==> config.mk <==
export PLATFORM = sky130hd
export DESIGN_NAME = bmem_arbiter
export DESIGN_NICKNAME = d
export VERILOG_FILES = /design/src/rtl/bmem_arbiter.sv
export SDC_FILE = /design/constraint.sdc
export NUM_CORES = 1
export LEC_CHECK = 0
export CORE_AREA = 2 2 230 232
export CTS_CLUSTER_DIAMETER = 60
export CTS_CLUSTER_SIZE = 20
export DETAILED_ROUTE_END_ITERATION = 10
export DIE_AREA = 0 0 232 234
export DONT_BUFFER_PORTS = 1
export GPL_TIMING_DRIVEN = 0
export SETUP_SLACK_MARGIN = 0.5
export SLEW_MARGIN = 20
export SYNTH_ARGS = -nofsm -noshare
export SYNTH_HDL_FRONTEND = slang
export SYNTH_SLANG_ARGS = --single-unit
export TNS_END_PERCENT = 100
==> constraint.sdc <==
create_clock -name clk -period 9.5 [get_ports clk]
set_input_delay 0.95 -clock clk [delete_from_list [all_inputs] [get_ports clk]]
set_output_delay 0.95 -clock clk [all_outputs]
set_load 0.01 [all_outputs]
==> src/rtl/bmem_arbiter.sv <==
// Round-robin arbiter sharing one banked-memory port among cache requesters.
// Define BMEM_ARB_PERF_EN to add per-requester grant/stall counters.
module bmem_arbiter #(
  parameter int NUM_REQ   = 2,
  parameter int MAX_OUTST = 4,
  parameter int BURST_LEN = 4
) (
  input  logic                  clk,
  input  logic                  rst_n,
  input  logic [NUM_REQ*32-1:0] req_addr,
  input  logic [NUM_REQ-1:0]    req_read,
  input  logic [NUM_REQ-1:0]    req_write,
  input  logic [NUM_REQ*64-1:0] req_wdata,
  output logic [NUM_REQ-1:0]    req_ready,
  output logic [NUM_REQ*32-1:0] req_raddr,
  output logic [NUM_REQ*64-1:0] req_rdata,
  output logic [NUM_REQ-1:0]    req_rvalid,
  output logic [31:0]           bmem_addr,
  output logic                  bmem_read,
  output logic                  bmem_write,
  output logic [63:0]           bmem_wdata,
  input  logic                  bmem_ready,
  input  logic [31:0]           bmem_raddr,
  input  logic [63:0]           bmem_rdata,
  input  logic                  bmem_rvalid
`ifdef BMEM_ARB_PERF_EN
  ,
  output logic [NUM_REQ*32-1:0] perf_grant,
  output logic [NUM_REQ*32-1:0] perf_stall
`endif
);

  localparam int OW = (NUM_REQ > 1) ? $clog2(NUM_REQ) : 1;
  localparam int IW = $clog2(MAX_OUTST);
  localparam int CW = (BURST_LEN > 1) ? $clog2(BURST_LEN) : 1;
  localparam logic [CW-1:0] LAST = CW'(BURST_LEN - 1);

  typedef enum logic {IDLE, WR_BURST} state_e;

  state_e               state_q, state_d;
  logic [OW-1:0]        rr_ptr_q, rr_ptr_d;
  logic [OW-1:0]        owner_q, owner_d;
  logic [CW-1:0]        beat_cnt_q, beat_cnt_d;
  logic [MAX_OUTST-1:0] tv_q, tv_d;
  logic [31:0]          ta_q [MAX_OUTST];
  logic [31:0]          ta_d [MAX_OUTST];
  logic [OW-1:0]        to_q [MAX_OUTST];
  logic [OW-1:0]        to_d [MAX_OUTST];
  logic [CW-1:0]        tc_q [MAX_OUTST];
  logic [CW-1:0]        tc_d [MAX_OUTST];
  logic                 err_q, err_d;

  logic                 rsp_hit, rsp_fire, rsp_last;
  logic [IW-1:0]        rsp_idx;
  logic [MAX_OUTST-1:0] tv_live;
  logic                 full;
  logic [IW-1:0]        free_idx;
  logic [NUM_REQ-1:0]   addr_hit, elig;
  logic                 gnt_vld;
  logic [OW-1:0]        gnt, cand, sel;
  logic [31:0]          s_addr;
  logic [63:0]          s_wdata;
  logic                 s_write;

  // Response CAM; a finishing entry is freed before allocation sees it.
  always_comb begin
    rsp_hit = 1'b0;
    rsp_idx = '0;
    for (int e = 0; e < MAX_OUTST; e++) begin
      if (!rsp_hit && tv_q[e] && ta_q[e] == bmem_raddr) begin
        rsp_hit = 1'b1;
        rsp_idx = IW'(e);
      end
    end
    rsp_fire = rst_n & bmem_rvalid & rsp_hit;
    rsp_last = tc_q[rsp_idx] == LAST;
    tv_live  = tv_q;
    if (rsp_fire && rsp_last) tv_live[rsp_idx] = 1'b0;
  end

  always_comb begin
    req_rvalid = '0;
    req_raddr  = '0;
    req_rdata  = '0;
    for (int r = 0; r < NUM_REQ; r++) begin
      if (rsp_fire && to_q[rsp_idx] == OW'(r)) begin
        req_rvalid[r]        = 1'b1;
        req_raddr[r*32 +: 32] = bmem_raddr;
        req_rdata[r*64 +: 64] = bmem_rdata;
      end
    end
  end

  always_comb begin
    full     = &tv_live;
    free_idx = '0;
    for (int e = MAX_OUTST - 1; e >= 0; e--) begin
      if (!tv_live[e]) free_idx = IW'(e);
    end
    for (int r = 0; r < NUM_REQ; r++) begin
      addr_hit[r] = 1'b0;
      for (int e = 0; e < MAX_OUTST; e++) begin
        if (tv_live[e] && ta_q[e] == req_addr[r*32 +: 32]) addr_hit[r] = 1'b1;
      end
      elig[r] = req_write[r] | (req_read[r] & ~full & ~addr_hit[r]);
    end
  end

  always_comb begin
    gnt_vld = 1'b0;
    gnt     = '0;
    cand    = '0;
    for (int k = 0; k < NUM_REQ; k++) begin
      cand = OW'((int'(rr_ptr_q) + k) % NUM_REQ);
      if (!gnt_vld && elig[cand]) begin
        gnt_vld = 1'b1;
        gnt     = cand;
      end
    end
  end

  always_comb begin
    sel     = (state_q == WR_BURST) ? owner_q : gnt;
    s_addr  = '0;
    s_wdata = '0;
    s_write = 1'b0;
    for (int r = 0; r < NUM_REQ; r++) begin
      if (OW'(r) == sel) begin
        s_addr  = req_addr[r*32 +: 32];
        s_wdata = req_wdata[r*64 +: 64];
        s_write = req_write[r];
      end
    end
  end

  always_comb begin
    state_d    = state_q;
    rr_ptr_d   = rr_ptr_q;
    owner_d    = owner_q;
    beat_cnt_d = beat_cnt_q;
    tv_d       = tv_live;
    ta_d       = ta_q;
    to_d       = to_q;
    tc_d       = tc_q;
    err_d      = err_q | (rst_n & bmem_rvalid & ~rsp_hit);
    bmem_read  = 1'b0;
    bmem_write = 1'b0;
    bmem_addr  = '0;
    bmem_wdata = '0;
    req_ready  = '0;
    if (rsp_fire) tc_d[rsp_idx] = rsp_last ? '0 : tc_q[rsp_idx] + 1'b1;
    if (rst_n) begin
      unique case (state_q)
        IDLE: begin
          if (gnt_vld) begin
            bmem_addr  = s_addr;
            bmem_write = s_write;
            bmem_read  = ~s_write;
            bmem_wdata = s_write ? s_wdata : '0;
            if (bmem_ready) begin
              req_ready[gnt] = 1'b1;
              rr_ptr_d = (gnt == OW'(NUM_REQ - 1)) ? '0 : gnt + 1'b1;
              if (s_write) begin
                if (BURST_LEN > 1) begin
                  state_d    = WR_BURST;
                  owner_d    = gnt;
                  beat_cnt_d = CW'(1);
                end
              end else begin
                tv_d[free_idx] = 1'b1;
                ta_d[free_idx] = s_addr;
                to_d[free_idx] = gnt;
                tc_d[free_idx] = '0;
              end
            end
          end
        end
        WR_BURST: begin
          bmem_addr  = s_addr;
          bmem_write = s_write;
          bmem_wdata = s_wdata;
          if (s_write && bmem_ready) begin
            req_ready[owner_q] = 1'b1;
            if (beat_cnt_q == LAST) begin
              state_d    = IDLE;
              beat_cnt_d = '0;
            end else begin
              beat_cnt_d = beat_cnt_q + 1'b1;
            end
          end
        end
        default: ;
      endcase
    end
  end

  always_ff @(posedge clk or negedge rst_n) begin
    if (!rst_n) begin
      state_q    <= IDLE;
      rr_ptr_q   <= '0;
      owner_q    <= '0;
      beat_cnt_q <= '0;
      tv_q       <= '0;
      err_q      <= 1'b0;
      for (int e = 0; e < MAX_OUTST; e++) begin
        ta_q[e] <= '0;
        to_q[e] <= '0;
        tc_q[e] <= '0;
      end
    end else begin
      state_q    <= state_d;
      rr_ptr_q   <= rr_ptr_d;
      owner_q    <= owner_d;
      beat_cnt_q <= beat_cnt_d;
      tv_q       <= tv_d;
      err_q      <= err_d;
      ta_q       <= ta_d;
      to_q       <= to_d;
      tc_q       <= tc_d;
    end
  end

  a_rsp_known: assert property (@(posedge clk) disable iff (!rst_n)
    bmem_rvalid |-> rsp_hit);

`ifdef BMEM_ARB_PERF_EN
  logic [31:0] grant_cnt_q [NUM_REQ];
  logic [31:0] grant_cnt_d [NUM_REQ];
  logic [31:0] stall_cnt_q [NUM_REQ];
  logic [31:0] stall_cnt_d [NUM_REQ];

  always_comb begin
    for (int r = 0; r < NUM_REQ; r++) begin
      grant_cnt_d[r] = grant_cnt_q[r] + {31'b0, req_ready[r]};
      stall_cnt_d[r] = stall_cnt_q[r]
                     + {31'b0, (req_read[r] | req_write[r]) & ~req_ready[r]};
      perf_grant[r*32 +: 32] = grant_cnt_q[r];
      perf_stall[r*32 +: 32] = stall_cnt_q[r];
    end
  end

  always_ff @(posedge clk or negedge rst_n) begin
    if (!rst_n) begin
      for (int r = 0; r < NUM_REQ; r++) begin
        grant_cnt_q[r] <= '0;
        stall_cnt_q[r] <= '0;
      end
    end else begin
      grant_cnt_q <= grant_cnt_d;
      stall_cnt_q <= stall_cnt_d;
    end
  end
`endif

endmodule

==> results_dict.tcl, run 1 <==
set metrics [dict create \
    crit_type "input pin to output pin" \
    drt-initial-drc-count 1129 \
    synth_nets 1792 \
    ctsHoldBuffers 0 \
    port_buffers 0 \
    crit_fanout 10 \
    p_int_uw 1890 \
    fill_cells 5561 \
    cts_sinks 149 \
    cts.path.max_buffers 2 \
    fmax_ghz 0.116 \
    root_buffer "clkbuf_16" \
    outcome "complete, no violations" \
    globalRouteOverflowTotal 0 \
    ys.warnings.count 0 \
    grt.total_usage_pct 31.9 \
    synth_top_family_by_area "XOR/XNOR gates" \
    cts_tree "built" \
    rsz0062_at_grt "no" \
    cts_made_buffers 17 \
    synth-xor-area-share_pct 24.1 \
    vias_per_cell 5.50 \
    p_sw_uw 1780 \
    maxSlewViolCount 0 \
    synthMuxAreaShare_pct 19.1 \
    setup-tns-final_ps 0 \
    p_seq_share_pct 30.4 \
    synth_common_cells "xor2_1 (253), and2_1 (222), dfrtp_1 (149)" \
    switching_share_pct 48.5 \
    avgSynthCellArea_um2 9.31 \
    ys.flop_type "dfrtp_1" \
    fin_cells 2253 \
    cp.arrival_ps 7650 \
    antenna_found_initial 47 \
    tightestPinTransition_ps 1160 \
    num_vias 12400 \
    yosysMostFrequentCell "xor2_1" \
    antenna_left 0 \
    combPwrFrac_pct 49.8 \
    crit_path_end_kind "output pin" \
    io_pins 590 \
    wl_per_cell_um 39.7 \
    fin_crit_ps 8600 \
    clk_pin_slew_ps 70 \
    drive_above_1_share_pct 17.2 \
    finalSetupViolCount 0 \
    critPathRequiredTime_ps 8550 \
    clock_latency_ps 480 \
    yosys.area_share.simple_pct 21.7 \
    hold_viol_final 0 \
    clkPwrFrac_pct 19.8 \
    drtPass1Iterations 5 \
    p_per_area_mw_per_mm2 236 \
    die_area_mm2 0.0543 \
    async_flop_share_pct 100 \
    postLayoutCellArea_mm2 0.0155 \
    fin_skew_ps 12.4 \
    critPathLaunchType "input pin" \
    drv_cap 0 \
    syn2layout_area_growth_pct 11.7 \
    ys_seq_area_share_pct 26.8 \
    power_leakage_uw 0.00672 \
    grt_pass1_wl_mm 114 \
    post-route-period-util_pct 90.5 \
    synth_area_leaders "dfrtp_1 (27%), xor2_1 (16%), mux2_2 (10%)" \
    wl_mm 89.6 \
    row_count 84 \
    fp.dieH_um 234 \
    synthAdderAreaFrac_pct 0.180 \
    synth_edf_count 0 \
    place_inst 2182 \
    placed_area_mm2 0.0148 \
    layout_setup_ws_ps 904 \
    dp_hpwl_mm 77.9 \
    hold_path.class "input pin to asynchronous set/reset pin" \
    yosysUniqueCellTypes 61 \
    gp_congestion 1.02 \
    ir_worst_vdd_mv 0.143 \
    grt_max_degree 152 \
    synth_compound_area_share_pct 2.50 \
    dp_slack_ps 309 \
    max_slew_margin_pct 22.4 \
    fp.coreArea_mm2 0.0520 \
    nets 1812 \
    grt_pass1_vias 11800 \
    yosysTopAreaCellShare_pct 26.8 \
    start_util_pct 26.7 \
    drc 0 \
    htreeDepth 4 \
    fp.dieW_um 232 \
    ys_ff_latch 149 \
    syn_area_mm2 0.0139 \
    syn-instance-count 1494 \
    synth_top_cell_by_area "dfrtp_1" \
]
[layout by cell type (no fill, tap or decap), types with 20 or more instances in the layout]
cell type	Yosys	final
mux2_4	20	20
nor4_1	74	72
nand4_1	47	47
clkbuf_1	98	98
buf_2	29	29
dfrtp_1	149	149
nor2_1	84	84
and2_1	222	222
xnor2_1	130	129
xor2_1	253	253
diode_2	0	38
mux2i_1	71	65
mux2_2	128	128
[metrics by stage]
stage | utilization (%) | hold WS [ps] | total power (uW)
floorplan | - | 458 | 2170
global placement | 28.4 | 469 | 2870
detailed placement | 28.4 | 479 | 2880
CTS | 29.6 | 144 | 3630
global route | 29.8 | 160 | 3780
finish | 29.9 | 181 | 3670
[power groups by stage]
| stage | logic [uW] | registers (uW) | clock network, uW |
|---|---|---|---|
| 5_1_grt | 1900 | 1120 | 760 |
| 3_3_place_gp | 1770 | 1100 | 0 |
| 4_1_cts | 1790 | 1100 | 739 |
| 6_report | 1830 | 1110 | 727 |
| 3_5_place_dp | 1770 | 1110 | 0 |
| 2_1_floorplan | 1180 | 995 | 0 |
[registers in the layout, indices dropped and copies added, names as in the netlist]
name / count
ta_q: 128
tc_q: 8
to_q: 4
tv_q: 4
beat_cnt_q: 2
owner_q: 1
rr_ptr_q: 1
state_q: 1
[cell type report]
type,count,area [um^2],share of cell area (%)
antenna,38,95.1,0.612
buffer,152,737,4.74
clock buffer,17,425,2.74
clock inverter,15,183,1.18
inverter,12,45.0,0.290
multi-input combinational,1181,9450,60.8
sequential,149,3730,24.0
tap,688,861,5.54
timing repair buffer,1,7.51,0.0483
[kinds of logic (layout without fill, tap and decap cells)]
| group | count (synthesis) | count (layout) |
|---|---|---|
| AOI/OAI and AO/OA | 44 | 44 |
| xor gates and xnor gates | 383 | 383 |
| adders and majority gates | 2 | 2 |
| buffers and inverters | 164 | 197 |
| DFF | 149 | 149 |
| muxes | 237 | 237 |
| other | 0 | 38 |
| and+or+nand+nor | 515 | 515 |
[critical path, stage by stage]
cell and delay [ps]:
clkbuf_1 540, xor2_1 290, nor4_1 320, nand3_1 220, or3_4 430, or3_2 520
o22ai_1 180, a21oi_1 50, o21ai_0 180, inv_1 90, ha_1 230, and3_1 240
nand3_1 100, nor4_1 80, nor3b_1 180, o41ai_1 990, nor3b_2 160, nand2_1 160
nor3_1 100, o31ai_4 240, buf_2 340, buf_4 330, mux2i_2 520, nor2_1 180
[routing by layer]
metal | vias up | part of all wire [%] | track usage [%]
met5 | - | 0.065 | 1.88
li1 | 5098 | - | -
met4 | 10 | 4.9 | 12.7
met2 | 733 | 46 | 51.4
met1 | 6357 | 40 | 39.3
met3 | 183 | 8.9 | 10.3
[worst paths after layout]
path	endpoint	slack, ps	startpoint	cells after the start
worst min-delay path	ta_q[52]$_DFFE_PN0P_	180	rst_n	0
worst max register to register	ta_q[73]$_DFFE_PN0P_	1970	ta_q[23]$_DFFE_PN0P_	22
max in group asynchronous	to_q[1]$_DFFE_PN0P_	9040	rst_n	0
worst max-delay path	bmem_wdata[33]	900	bmem_raddr[28]	24
min in group clk	to_q[2]$_DFFE_PN0P_	500	to_q[2]$_DFFE_PN0P_	1
worst min register to register	to_q[2]$_DFFE_PN0P_	500	to_q[2]$_DFFE_PN0P_	1
[repair_timing]
| item | CTS | global route |
|---|---|---|
| setup endpoints to repair | 10 | 14 |
| pin swaps | 0 | 1 |
| resized for setup | 4 | 5 |
| buffers inserted | 0 | 1 |
| endpoints found under the hold margin | 0 | 0 |
(Power assumes the default switching activity.)
==> run 2: changes to the inputs <==
- ABC_AREA: unset -> 1
- CORE_AREA: 2 2 230 232 -> 2 2 232 234
- DIE_AREA: 0 0 232 234 -> 0 0 234 236
- MAX_ROUTING_LAYER: unset -> met4
==> run 2 against run 1 <==
  * Die area increased by 1.7%
  * Worst hold slack got worse by 9.9 ps
  * Critical path depth increased by 3
  * Sequential share of layout area decreased by 1.5 points
  * First-iteration DRC count increased by 80%
  * Design area increased by 6.7%
  * Sequential power decreased by 4%
  * Clock skew about the same
  * Via count increased by 45%
  * Non-clock buffer count increased by 17
==> results_dict.tcl, run 2 <==
set metrics [dict create \
    outcome "complete, no violations" \
    synth_edf_count 0 \
    ys_ff_latch 149 \
    fp.coreArea_mm2 0.0531 \
    io_pins 590 \
    ys_seq_area_share_pct 24.8 \
    hold_path.class "input pin to asynchronous set/reset pin" \
    grt_pass1_wl_mm 132 \
    dp_slack_ps 2140 \
    top_regs "ta_q (128), tc_q (8)" \
    synth_top_cell_by_area "dfrtp_1" \
    globalRouteOverflowTotal 0 \
    yosysMostFrequentCell "nand2_1" \
    crit_type "input pin to output pin" \
    fin_crit_ps 7740 \
    wl_per_cell_um 30.5 \
    max_slew_margin_pct 25.0 \
    power_leakage_uw 0.00870 \
    regMostFlops "ta_q" \
    tightestPinTransition_ps 1130 \
    yosysTopAreaCellShare_pct 24.8 \
    wl_mm 99.4 \
    crit_path_end_kind "output pin" \
    htreeDepth 4 \
    cts_setup_buffers 0 \
    timing.hold.ws_ps 171 \
    drc 0 \
    fin_skew_ps 12.5 \
    synth_nets 2814 \
    critPathLaunchType "input pin" \
    die_area_mm2 0.0552 \
    hold_viol_final 0 \
    drtPass1Iterations 6 \
    p_per_area_mw_per_mm2 244 \
    rsz0062_at_grt "no" \
    cts_sinks 149 \
    ctsHoldBuffers 0 \
    syn_area_mm2 0.0150 \
    fmax_ghz 0.129 \
    drt-initial-drc-count 2037 \
    num_vias 17900 \
    post-route-period-util_pct 81.5 \
    grt.total_usage_pct 36.2 \
    cts_made_buffers 17 \
    fill_cells 6044 \
    clock_latency_ps 480 \
    ir_worst_vdd_mv 0.139 \
    row_count 85 \
    crit_fanout 10 \
    cts_resized 0 \
    fin_util_pct 31.2 \
    start_util_pct 28.3 \
    dp_hpwl_mm 82.0 \
    synth_area_leaders "dfrtp_1 (25%), nand2_1 (19%), nor2_1 (9.2%)" \
    nets 2834 \
    fp.dieW_um 234 \
    final_common_cell "nand2_1" \
    multi_input_area_mm2 0.00935 \
    yosysUniqueCellTypes 42 \
    mostFrequentLayoutCells "nand2_1 (777), nor2_1 (370), inv_1 (266), nand4_1 (168), dfrtp_1 (149)" \
    port_buffers 0 \
    critPathRequiredTime_ps 8550 \
    syn2layout_area_growth_pct 10.2 \
    antenna_found_initial 18 \
    largest_reg_flops 128 \
    async_flop_share_pct 100 \
    avgSynthCellArea_um2 5.98 \
    fp.dieH_um 236 \
    cts_tree "built" \
    grt_max_degree 151 \
    layout_setup_ws_ps 1760 \
    clk_pin_slew_ps 60 \
    vias_per_cell 5.49 \
    finalSetupViolCount 0 \
    ys.flop_type "dfrtp_1" \
    antenna_left 0 \
    root_buffer "clkbuf_16" \
    cp.arrival_ps 6790 \
    gp_congestion 1.09 \
    cts.path.max_buffers 2 \
    syn-instance-count 2516 \
    synth_common_cells "nand2_1 (777), nor2_1 (370), inv_1 (266)" \
    grt_pass1_vias 16300 \
    seqCellArea_mm2 0.00373 \
    ys.warnings.count 0 \
    setup-tns-final_ps 0 \
    maxSlewViolCount 0 \
    drv_cap 0 \
    drive_above_1_share_pct 6.67 \
]
run 2: changes by cell type in the layout (fill, tap and decap cells not counted), moves of 50 or more:
cell,before,now
and2_1,222,1
inv_1,12,266
mux2_2,128,0
mux2i_1,65,4
nand2_1,17,777
nand3_1,18,68
nand4_1,47,168
nor2_1,84,370
o21ai_0,8,83
xor2_1,253,133
run 2: area by class of cell:
cell class / instances / area share [%]
Sequential cell: 149 / 22.5
Clock buffer: 19 / 2.73
Inverter: 317 / 7.18
Tap cell: 696 / 5.25
Buffer: 169 / 4.73
Antenna cell: 16 / 0.242
Timing Repair Buffer: 1 / 0.0453
Clock inverter: 13 / 0.943
Multi-Input combinational cell: 1881 / 56.4
run 2: through the flow:
stage / total power, uW / std cells / instance area, um^2
after global routing: 4210 / 3260 / 16600
final: 4040 / 3261 / 16600
after CTS: 3960 / 3244 / 16500
after global placement: 3240 / 3212 / 15900
after detailed placement: 3230 / 3212 / 15900
after floorplan: 2340 / 2516 / 15000
run 2: final timing paths:
kind                            slack, ps                   endpoint                 startpoint  depth (start not counted)
worst max-delay path                 1760             bmem_wdata[42]              bmem_raddr[0]                         27
worst min-delay path                  170       ta_q[75]$_DFFE_PN0P_                      rst_n                          0
worst max register to register       3430       ta_q[46]$_DFFE_PN0P_       ta_q[96]$_DFFE_PN0P_                         26
worst min register to register        480  beat_cnt_q[1]$_DFFE_PN0P_  beat_cnt_q[1]$_DFFE_PN0P_                          2
max in group asynchronous            8880       ta_q[54]$_DFFE_PN0P_                      rst_n                          0
min in group clk                      480  beat_cnt_q[1]$_DFFE_PN0P_  beat_cnt_q[1]$_DFFE_PN0P_                          2
run 2: logic make-up (layout without fill, tap and decap cells):
logic type,count (synthesis),after routing,synth area share (%)
buffers and inverters,486,519,13.1
xor gates and xnor gates,235,235,13.7
adders and majority gates,2,2,0.166
AOI/OAI and AO/OA,174,174,6.31
other,0,16,0
and+or+nand+nor,1466,1466,41.7
muxes,4,4,0.266
DFF,149,149,24.8
run 2: worst max-delay path, cell delays in order:
cell and delay [ps]:
inv_2 80, a21boi_1 400, nand2_1 130, nor2_1 250
nand2_1 80, nor2_1 630, nand3_1 260, nand2_1 160
nor2_1 180, inv_1 160, o221ai_1 120, a21oi_1 340
ha_1 320, nand4_1 180, nand2_1 200, nor2_2 70
nand2_2 70, nand3_1 100, nand2_1 90, nand2_2 60
nand2_4 80, nand2_4 140, nand2_4 210, buf_2 310
clkbuf_1 490, o21ai_0 400, nor2_1 300
run 2: per-layer routing:
layer  routed length [um]  vias up  track usage (%)
li1                     -     7902                -
met1                35800     8415             38.7
met2                44000     1269             54.5
met3                10100      325             12.2
met4                 9450        0             28.6
met5                    0        -                -
run 2: where the power goes:
part           internal [uW]  switching [uW]
logic                    573            1670
registers                773             302
clock network            425             303
total                   1770            2270
